## config.mk

```make
export PLATFORM = sky130hd
export DESIGN_NAME = dsp_mac_sequencer_flat
export DESIGN_NICKNAME = d
export VERILOG_FILES = /design/src/rtl/dsp_mac_sequencer_if.sv /design/src/rtl/dsp_mac_sequencer.sv /design/src/flat_wrapper.sv
export SDC_FILE = /design/constraint.sdc
export NUM_CORES = 1
export LEC_CHECK = 0
export CELL_PAD_IN_SITES_DETAIL_PLACEMENT = 1
export CELL_PAD_IN_SITES_GLOBAL_PLACEMENT = 1
export CORE_MARGIN = 10
export CORE_UTILIZATION = 40
export CTS_CLUSTER_DIAMETER = 120
export CTS_CLUSTER_SIZE = 12
export DETAILED_ROUTE_END_ITERATION = 8
export PLACE_DENSITY_LB_ADDON = 0.1
export SLEW_MARGIN = 0
export SYNTH_ARGS = -nofsm -noshare
export SYNTH_HDL_FRONTEND = slang
export SYNTH_SLANG_ARGS = --single-unit
export TNS_END_PERCENT = 100
```

## constraint.sdc

```tcl
create_clock -name wb_clk_i -period 8.1 [get_ports wb_clk_i]
set_input_delay 0.81 -clock wb_clk_i [delete_from_list [all_inputs] [get_ports wb_clk_i]]
set_output_delay 0.81 -clock wb_clk_i [all_outputs]
set_load 0.05 [all_outputs]
```

## src/rtl/dsp_mac_sequencer_if.sv

```systemverilog
// Wishbone master-side bus bundle between the MAC sequencer and the
// 25x16 multiply-accumulate slave.
interface dsp_mac_sequencer_if;
    logic        m_cyc;
    logic        m_stb;
    logic        m_we;
    logic [31:0] m_adr;
    logic [31:0] m_dat_mosi;
    logic [31:0] m_dat_miso;
    logic        m_ack;

    modport master (
        output m_cyc,
        output m_stb,
        output m_we,
        output m_adr,
        output m_dat_mosi,
        input  m_dat_miso,
        input  m_ack
    );

    modport slave (
        input  m_cyc,
        input  m_stb,
        input  m_we,
        input  m_adr,
        input  m_dat_mosi,
        output m_dat_miso,
        output m_ack
    );
endinterface

```

## src/rtl/dsp_mac_sequencer.sv

```systemverilog
// dsp_mac_sequencer: buffers (a,b) operand pairs, then drives the 25x16 MAC
// slave over Wishbone (base snapshot, write A, write B, accumulate per pair,
// end snapshot) and reports the per-job accumulator delta.
module dsp_mac_sequencer #(
    parameter int DEPTH   = 8,
    parameter int TIMEOUT = 16
) (
    input  logic                   wb_clk_i,
    input  logic                   wb_rst_i,
    input  logic                   in_valid,
    output logic                   in_ready,
    input  logic [24:0]            in_a,
    input  logic [15:0]            in_b,
    input  logic                   start,
    output logic                   busy,
    output logic                   done,
    output logic                   error,
    output logic [47:0]            result,
    output logic                   result_valid,
    output logic [$clog2(DEPTH):0] fifo_count,
    dsp_mac_sequencer_if.master    wb
);

    localparam int PTR_W = $clog2(DEPTH);
    localparam int CNT_W = PTR_W + 1;
    localparam int TMO_W = $clog2(TIMEOUT + 1);

    // Slave register map (byte addresses).
    localparam logic [31:0] ADR_A    = 32'h0000_0000;
    localparam logic [31:0] ADR_B    = 32'h0000_0004;
    localparam logic [31:0] ADR_P_LO = 32'h0000_0008;
    localparam logic [31:0] ADR_P_HI = 32'h0000_000C;
    localparam logic [31:0] ADR_ACC  = 32'h0000_0010;

    typedef enum logic [1:0] {
        S_IDLE,
        S_ISSUE,
        S_GAP
    } state_e;

    typedef enum logic [2:0] {
        OP_RD_BASE_LO,
        OP_RD_BASE_HI,
        OP_WR_A,
        OP_WR_B,
        OP_ACC,
        OP_RD_END_LO,
        OP_RD_END_HI
    } op_e;

    typedef struct packed {
        logic [31:0] adr;
        logic        we;
        logic [31:0] dat;
    } bus_req_t;

    // Address, direction and write data for one bus op; reads carry zero data.
    function automatic bus_req_t op_fields(input op_e o, input logic [24:0] a,
                                           input logic [15:0] b);
        bus_req_t r;
        r.adr = ADR_P_LO;
        r.we  = 1'b0;
        r.dat = 32'h0;
        case (o)
            OP_RD_BASE_LO, OP_RD_END_LO: r.adr = ADR_P_LO;
            OP_RD_BASE_HI, OP_RD_END_HI: r.adr = ADR_P_HI;
            OP_WR_A: begin
                r.adr = ADR_A;
                r.we  = 1'b1;
                r.dat = {7'b0, a};
            end
            OP_WR_B: begin
                r.adr = ADR_B;
                r.we  = 1'b1;
                r.dat = {16'b0, b};
            end
            OP_ACC:  r.adr = ADR_ACC;
            default: r.adr = ADR_P_LO;
        endcase
        return r;
    endfunction

    state_e           state;
    op_e              op;
    op_e              next_op;
    bus_req_t         issue_req;
    logic [CNT_W-1:0] pairs_left;
    logic [TMO_W-1:0] tmo_cnt;
    logic [PTR_W-1:0] wr_ptr;
    logic [PTR_W-1:0] rd_ptr;
    logic [24:0]      mem_a [DEPTH];
    logic [15:0]      mem_b [DEPTH];
    logic [24:0]      head_a;
    logic [15:0]      head_b;
    logic [31:0]      base_lo;
    logic [15:0]      base_hi;
    logic [31:0]      end_lo;
    logic             push;
    logic             unused_miso_hi;

    // The slave's upper read-data half carries nothing the sequencer needs.
    assign unused_miso_hi = &{1'b0, wb.m_dat_miso[31:16]};

    // Held in reset so nothing is accepted while the block is being cleared.
    assign in_ready = !wb_rst_i && !busy && (fifo_count < CNT_W'(DEPTH));
    assign push     = in_valid && in_ready;
    assign head_a   = mem_a[rd_ptr];
    assign head_b   = mem_b[rd_ptr];

    // Next bus op once the current one is acknowledged.
    // NOTE: every variable written here gets a default first so no latch is inferred.
    always_comb begin
        next_op = op;
        case (op)
            OP_RD_BASE_LO: next_op = OP_RD_BASE_HI;
            OP_RD_BASE_HI: next_op = (pairs_left != '0) ? OP_WR_A : OP_RD_END_LO;
            OP_WR_A:       next_op = OP_WR_B;
            OP_WR_B:       next_op = OP_ACC;
            OP_ACC:        next_op = (pairs_left > CNT_W'(1)) ? OP_WR_A : OP_RD_END_LO;
            OP_RD_END_LO:  next_op = OP_RD_END_HI;
            default:       next_op = op;
        endcase
    end

    // Bus fields to drive on the next ISSUE: the first op when idle, else the pending op.
    always_comb begin
        issue_req = op_fields((state == S_IDLE) ? OP_RD_BASE_LO : op, head_a, head_b);
    end

    // Operand storage; write-only on push, read through the head pointer.
    // NOTE: the storage array has no reset -- emptiness is tracked by the pointers and count.
    always_ff @(posedge wb_clk_i) begin
        if (push) begin
            mem_a[wr_ptr] <= in_a;
            mem_b[wr_ptr] <= in_b;
        end
    end

    // Job sequencer: FIFO bookkeeping, Wishbone issue/ack/gap and result capture.
    // NOTE: all sequential state is assigned with <= so every update sees pre-edge values.
    always_ff @(posedge wb_clk_i or posedge wb_rst_i) begin
        if (wb_rst_i) begin
            state         <= S_IDLE;
            op            <= OP_RD_BASE_LO;
            pairs_left    <= '0;
            tmo_cnt       <= '0;
            wr_ptr        <= '0;
            rd_ptr        <= '0;
            fifo_count    <= '0;
            base_lo       <= '0;
            base_hi       <= '0;
            end_lo        <= '0;
            busy          <= 1'b0;
            done          <= 1'b0;
            error         <= 1'b0;
            result        <= '0;
            result_valid  <= 1'b0;
            wb.m_cyc      <= 1'b0;
            wb.m_stb      <= 1'b0;
            wb.m_we       <= 1'b0;
            wb.m_adr      <= '0;
            wb.m_dat_mosi <= '0;
        end else begin
            done <= 1'b0;

            if (push) begin
                wr_ptr     <= wr_ptr + PTR_W'(1);
                fifo_count <= fifo_count + CNT_W'(1);
            end

            case (state)
                S_IDLE: begin
                    if (start) begin
                        // A same-cycle push belongs to this job.
                        pairs_left    <= fifo_count + CNT_W'(push);
                        error         <= 1'b0;
                        result_valid  <= 1'b0;
                        busy          <= 1'b1;
                        op            <= OP_RD_BASE_LO;
                        tmo_cnt       <= '0;
                        wb.m_cyc      <= 1'b1;
                        wb.m_stb      <= 1'b1;
                        wb.m_we       <= issue_req.we;
                        wb.m_adr      <= issue_req.adr;
                        wb.m_dat_mosi <= issue_req.dat;
                        state         <= S_ISSUE;
                    end
                end

                S_ISSUE: begin
                    if (wb.m_ack) begin
                        wb.m_cyc <= 1'b0;
                        wb.m_stb <= 1'b0;
                        tmo_cnt  <= '0;
                        case (op)
                            OP_RD_BASE_LO: base_lo <= wb.m_dat_miso;
                            OP_RD_BASE_HI: base_hi <= wb.m_dat_miso[15:0];
                            OP_ACC: begin
                                rd_ptr     <= rd_ptr + PTR_W'(1);
                                fifo_count <= fifo_count - CNT_W'(1);
                                pairs_left <= pairs_left - CNT_W'(1);
                            end
                            OP_RD_END_LO:  end_lo <= wb.m_dat_miso;
                            default: ;
                        endcase
                        if (op == OP_RD_END_HI) begin
                            // Wraps mod 2^48 exactly like the slave's accumulator.
                            result       <= {wb.m_dat_miso[15:0], end_lo} - {base_hi, base_lo};
                            result_valid <= 1'b1;
                            done         <= 1'b1;
                            busy         <= 1'b0;
                            state        <= S_IDLE;
                        end else begin
                            op    <= next_op;
                            state <= S_GAP;
                        end
                    end else if (tmo_cnt == TMO_W'(TIMEOUT - 1)) begin
                        // Slave never answered: abandon the job and drop the buffered pairs.
                        wb.m_cyc   <= 1'b0;
                        wb.m_stb   <= 1'b0;
                        tmo_cnt    <= '0;
                        error      <= 1'b1;
                        done       <= 1'b1;
                        busy       <= 1'b0;
                        rd_ptr     <= wr_ptr;
                        fifo_count <= '0;
                        pairs_left <= '0;
                        state      <= S_IDLE;
                    end else begin
                        tmo_cnt <= tmo_cnt + TMO_W'(1);
                    end
                end

                S_GAP: begin
                    // One idle cycle between ops so each ACC read accumulates exactly once.
                    wb.m_cyc      <= 1'b1;
                    wb.m_stb      <= 1'b1;
                    wb.m_we       <= issue_req.we;
                    wb.m_adr      <= issue_req.adr;
                    wb.m_dat_mosi <= issue_req.dat;
                    state         <= S_ISSUE;
                end

                default: state <= S_IDLE;
            endcase
        end
    end

endmodule

```

## src/flat_wrapper.sv

```systemverilog
// flat-port wrapper written by rule: the top's interface ports become plain ports
module dsp_mac_sequencer_flat 
#(
    parameter int DEPTH   = 8,
    parameter int TIMEOUT = 16
)
  (wb_clk_i, wb_rst_i, in_valid, in_ready, in_a, in_b, start, busy, done, error, result, result_valid, fifo_count, wb_m_cyc, wb_m_stb, wb_m_we, wb_m_adr, wb_m_dat_mosi, wb_m_dat_miso, wb_m_ack);
  dsp_mac_sequencer_if wb_i ();
  input  logic wb_clk_i;
  input  logic wb_rst_i;
  input  logic in_valid;
  output logic in_ready;
  input  logic [24:0] in_a;
  input  logic [15:0] in_b;
  input  logic start;
  output logic busy;
  output logic done;
  output logic error;
  output logic [47:0] result;
  output logic result_valid;
  output logic [$clog2(DEPTH):0] fifo_count;
  output wire logic [$bits(wb_i.m_cyc)-1:0] wb_m_cyc;
  output wire logic [$bits(wb_i.m_stb)-1:0] wb_m_stb;
  output wire logic [$bits(wb_i.m_we)-1:0] wb_m_we;
  output wire logic [$bits(wb_i.m_adr)-1:0] wb_m_adr;
  output wire logic [$bits(wb_i.m_dat_mosi)-1:0] wb_m_dat_mosi;
  input wire logic [$bits(wb_i.m_dat_miso)-1:0] wb_m_dat_miso;
  input wire logic [$bits(wb_i.m_ack)-1:0] wb_m_ack;
  assign wb_m_cyc = wb_i.m_cyc;
  assign wb_m_stb = wb_i.m_stb;
  assign wb_m_we = wb_i.m_we;
  assign wb_m_adr = wb_i.m_adr;
  assign wb_m_dat_mosi = wb_i.m_dat_mosi;
  assign wb_i.m_dat_miso = wb_m_dat_miso;
  assign wb_i.m_ack = wb_m_ack;
  dsp_mac_sequencer #(.DEPTH(DEPTH), .TIMEOUT(TIMEOUT)) u_core (.wb_clk_i(wb_clk_i), .wb_rst_i(wb_rst_i), .in_valid(in_valid), .in_ready(in_ready), .in_a(in_a), .in_b(in_b), .start(start), .busy(busy), .done(done), .error(error), .result(result), .result_valid(result_valid), .fifo_count(fifo_count), .wb(wb_i));
endmodule
```

# After elaboration in Yosys (flattened, before gate mapping)
# Memories as Yosys holds them, arrays and structs flattened.
# Index checks and enable logic that the tools add are counted.
[op_classes]
eq_ne = 25
n_reduce_logical = 27
mux = 58
addsub = 8
n_lt_le_gt_ge = 2
[op_table]
columns = ["op", "n"]
rows = [
  ["32-bit case mux with 2 select lines", 2],
  ["33-bit case mux with 2 select lines", 1],
  ["32-bit two-way mux", 2],
  ["48-bit subtractor", 1],
  ["4-bit two-way mux", 9],
  ["3-bit two-way mux", 9],
  ["5-bit case mux with 4 select lines", 1],
  ["3-bit case mux with 6 select lines", 1],
  ["3-bit AND reduction", 6],
  ["1-bit two-way mux", 17],
  ["4-bit AND reduction", 4],
  ["3-bit equality test (second input constant)", 5],
  ["5-bit two-way mux", 3],
  ["3-bit by 2-bit equality test with 1-bit output (second input constant)", 4],
  ["5-bit case mux with 2 select lines", 1],
  ["2-bit two-way mux", 4],
  ["2-bit inequality test (second input constant)", 4],
  ["1-bit case mux with 2 select lines", 4],
  ["4-bit case mux with 2 select lines", 1],
  ["4-bit by 1-bit subtractor with 4-bit output (second input constant)", 2],
  ["7-bit inequality test (second input constant)", 1],
  ["3-bit by 1-bit adder with 3-bit output (second input constant)", 2],
  ["3-bit by 1-bit equality test with 1-bit output (second input constant)", 2],
  ["2-bit by 1-bit inequality test with 1-bit output (second input constant)", 3],
  ["23 further kinds", 31],
]
[word_totals]
mem_bits_rw = 328
n_memories = 2
output_inout_bits = 124
register_bits = 222
elab_cells = 141
[memory_table]
columns = ["name", "depth", "width", "rd", "rd_clocked_by_memory_dff", "wr", "line_no", "rtl"]
rows = [
  ["u_core.mem_a", 8, 25, 1, 0, 1, "dsp_mac_sequencer.sv:91", "logic [24:0] mem_a [DEPTH];"],
  ["u_core.mem_b", 8, 16, 1, 0, 1, "dsp_mac_sequencer.sv:92", "logic [15:0] mem_b [DEPTH];"],
]

# Depth between registers and ports, before layout
[depth]
depth_word = 8
depth_mapped = 12
mapped_depth_nobuf = 12

# Worst setup path after synthesis
# OpenSTA, ideal clock, no wires.
[synth_timing]
kind = "input to register"
from = "input port wb_rst_i"
to = "memory u_core.mem_a[4][0], enable pin"
t_required_ns = 7.610
cell_stages = 5
slack_ns = 2.204
setup_ns = 0.490
path_buffers = 1
arrival_ns = 5.406
cell_sequence = "nor3_1 > and2_1 > clkbuf_1 > nand2_1 > nor3_1"
[synth_via]
elab_chain_len = 6
[synth_rtl]
columns = ["item", "line_no", "rtl"]
rows = [
  ["start: declaration", "flat_wrapper.sv:10", "input logic wb_rst_i;"],
  ["1-bit zero test", "dsp_mac_sequencer.sv:105", "assign in_ready = !wb_rst_i && !busy && (fifo_count < CNT_W'(DEPTH));"],
  ["1-bit logical AND (2 in series)", "dsp_mac_sequencer.sv:105", ""],
  ["1-bit logical AND", "dsp_mac_sequencer.sv:106", "assign push = in_valid && in_ready;"],
  ["named net u_core.push", "dsp_mac_sequencer.sv:98", "logic push;"],
  ["1-bit two-way mux", "dsp_mac_sequencer.sv:133", "if (push) begin"],
  ["1-bit two-way mux (implied by the code)", "dsp_mac_sequencer.sv:134", "mem_a[wr_ptr] <= in_a;"],
  ["end: declaration", "dsp_mac_sequencer.sv:91", ""],
]
# The timed path passes the listed nets, and every way through them passes these cells.

# Worst setup path in the final report
[layout_timing]
from = "register u_core.base_lo[0]"
to = "register u_core.result[44]"
[layout_via]
elab_chain_len = 1
[layout_rtl]
columns = ["item", "line_no", "rtl"]
rows = [
  ["start: declaration", "dsp_mac_sequencer.sv:95", "logic [31:0] base_lo;"],
  ["start signal: assignment", "dsp_mac_sequencer.sv:196", "OP_RD_BASE_LO: base_lo <= wb.m_dat_miso;"],
  ["48-bit subtractor", "dsp_mac_sequencer.sv:208", "result <= {wb.m_dat_miso[15:0], end_lo} - {base_hi, base_lo};"],
  ["end signal: assignment", "dsp_mac_sequencer.sv:208", ""],
  ["end: declaration", "dsp_mac_sequencer.sv:18", "output logic [47:0] result,"],
]
# Every way passes these cells.
# A chain may end at the register's enable or synchronous reset.

==> results.toml <==
[outcome]
status = "completed"

[floorplan]
die-area_mm2 = 0.06670
num_rows = 87
die_width_um = 258.3
coreArea_mm2 = 0.05628
ios = 202
die_y_um = 258.3
start_util_pct = 40.35

[power_and_ir_drop]
cellPowerDensity_mw_per_mm2 = 340.8
comb_power_share_pct = 37.8
pwr-share-seq_pct = 39.1
p_int_mw = 5.695
vdd_drop_max_mv = 0.2307
swShare_pct = 36.82
finalPower_mw = 9.014
clock_power_share_pct = 23.1
p_leak_nw = 9.910
p_sw_mw = 3.319

[worst_setup_path]
crit_buf_inv = 0
crit_fanout = 5
cp.arrival_ps = 4290
cp-start-kind = "register"
rrSetupSlack_ps = 4340
slowest_delay_ps = 500
path_delay_family = "compound AO/OA/AOI/OAI gates"
critical_path_class = "reg2reg"
crit_chain = "ha_1 -> fa_1 -> nand2b_1 -> a21o_1 -> a211o_1 -> a311oi_4 -> a31oi_2 -> o41a_1 -> o21a_1 -> or4_1 -> nand4_1"
cp-end-kind = "register"
required_ps = 8630
crit_slowest_cell = "o41a_1"

[finish]
num_antenna_cells = 0
nNetsFinal = 1853
syn2layout_area_growth_pct = 16.48
final_cells = 2504
post-route-cell-area_mm2 = 0.02645
drive_above_1_share_pct = 15.39

[synth]
synthAdderAreaFrac_pct = 3.174
muxShareOfSynthArea_pct = 14.22
synth.top_cell.area_share_pct = 43.38
synthArstFlopShare_pct = 36.19
synthesis.area_mm2 = 0.02271
ys.flop_type = "edfxtp_1"
synth_area_leaders = "edfxtp_1, dfrtp_1, mux4_2"
synth_enable_flop_cells = 328
synth_compound_area_share_pct = 7.417
synth_top_family_by_area = "multiplexers"
synth_simple_gate_area_share_pct = 5.483
synth_most_common_cell = "edfxtp_1"
synthXorXnorAreaFrac_pct = 1.851
yosys.area.top_type = "edfxtp_1"
synth_area_per_cell_um2 = 14.59
synthCells = 1556
synthTopCellsByCount = "edfxtp_1, dfrtp_1, nand2_1, o21ai_0, mux4_2"
synth_cell_type_count = 63
synth-seq-area-share_pct = 63.87
ys_warn_count = 0
synth-seq-cells = 514

[clock_tree]
ctsHoldBuffers = 0
cts_resized = 0
max-clock-path-buffers = 3
h-tree-depth = 2
tritoncts = "built"
root_buffer = "clkbuf_16"
path_clk_slew_ps = 70
clock-sinks = 514
insertion_delay_ps = 600
post_cts_buffers = 0
cts-buffers-inserted = 48

[place]
port_buffers = 165
postPlaceCellArea_mm2 = 0.02508
post-dp-hpwl_um = 36370
dpl.cell_count = 2424
globalplace.congestion = 0.8301

[grt]
grt_max_degree = 138
grt_pass1_wl_um = 87220
gr-total-overflow = 0
grt_usage_pct = 16.75
antenna_found_initial = 7
grt_pass1_vias = 14431

[sta]
period_share_pct = 46.39
drv_slew = 0
rsz0062_at_grt = "no"
min_period_ps = 3758
worst_pin_slew_ps = 1081
skew_ps = 20.23
setup_viol = 0
whs_ps = 478.3
timing.fmax_mhz = 266.1
hold_violations = 0
slew_headroom_pct = 27.91
fin_setup_tns_ps = 0

[drt]
drc = 0
vias = 13211
first_iter_violations = 675
detail_route.wl_per_cell_um = 22.49
viasPerCell = 5.276
firstDrtPassIters = 4
final_antenna_net_count = 0
wirelength_um = 56310

[min_path]
hold_path.class = "reg2reg"

[job]
cap_viol_max_count = 0
[state kept, by name, indices dropped and copies added (netlist names)]
signal	flops
u_core.end_lo	32
u_core.done	1
u_core.busy	1
u_core.wb.m_dat_mosi	25
u_core.mem_b	128
u_core.wb.m_cyc	1
u_core.wb.m_adr	3
u_core.state	2
u_core.rd_ptr	3
u_core.base_lo	32
u_core.result_valid	1
u_core.wb.m_we	1
u_core.mem_a	200
u_core.base_hi	16
u_core.error	1
u_core.fifo_count	4
u_core.result	48
u_core.tmo_cnt	5
u_core.op	3
u_core.wr_ptr	3
u_core.pairs_left	4
[layer usage]
| metal | global-route usage (%) | part of all wire (%) | vias up |
|---|---|---|---|
| met5 | 0 | 0.11 | - |
| met4 | 4.411 | 2.1 | 10 |
| met3 | 3.479 | 4.1 | 77 |
| met2 | 29.44 | 51 | 198 |
| met1 | 20.69 | 43 | 6872 |
| li1 | - | - | 6054 |
[power by group through the flow]
stage	Sequential, mW	Combinational, mW	Clock, mW
2_1_floorplan	3.84	2.13	0
3_3_place_gp	3.57	3.42	0
3_5_place_dp	3.59	3.45	0
4_1_cts	3.54	3.46	2.17
5_1_grt	3.59	3.72	2.27
6_report	3.52	3.40	2.09
[worst register-to-register path, cell delays in order (launching register included)]
cell and delay (ps):
dfrtp_1 380, ha_1 220, fa_1 400, nand2b_1 180, a21o_1 220, a211o_1 370, a311oi_4 410, a31oi_2 210
o41a_1 500, o21a_1 240, or4_1 480, nand4_1 100
[per-stage QoR]
step | util [%] | setup slack, ps
after floorplan | - | 2204
after global placement | 44.56 | 4376
after detailed placement | 44.56 | 4316
after CTS | 47.00 | 4297
after global routing | 47.00 | 4130
final | 47.00 | 4342
[cell type report]
cell class,count,area [µm²]
fill,5605,29830
sequential,514,14510
multi-input combinational,890,7518
timing repair buffer,183,1787
clock buffer,78,1324
tap,756,945.9
inverter,81,311.5
clock inverter,2,50.05
[kinds of logic after synthesis]
kind of cell / after synthesis
xor gates and xnor gates: 48
muxes: 190
and+or+nand+nor: 278
other: 1
DFF: 514
AOI/OAI and AO/OA: 281
buffers and inverters: 187
adders and majority gates: 57
[placed cells by master, fill, tap and decap left out, types with 36 or more instances in the layout]
cell type        netlist  layout
clkdlybuf4s50_1        0     165
inv_1                 81      80
edfxtp_1             328     328
a21oi_1               66      66
nor2_1                51      45
o21ai_0              116     116
conb_1                 1      36
mux4_2                98      98
ha_1                  56      56
nand2_1              134     133
mux2_2                80      80
dfrtp_1              186     183
clkbuf_16              0      48
[path summary, 6_finish.rpt]
| check | cells after the start | to | start |
|---|---|---|---|
| worst min-delay path | 2 | u_core.result[43] | u_core.result[43] |
| worst min register to register | 2 | u_core.result[43] | u_core.result[43] |
| min in group asynchronous | 2 | u_core.done | wb_rst_i |
| max in group asynchronous | 3 | u_core.rd_ptr[1] | wb_rst_i |
| worst max register to register | 11 | u_core.result[44] | u_core.base_lo[0] |
| worst max-delay path | 11 | u_core.result[44] | u_core.base_lo[0] |
Note: power is estimated with default switching activity, not from simulation.
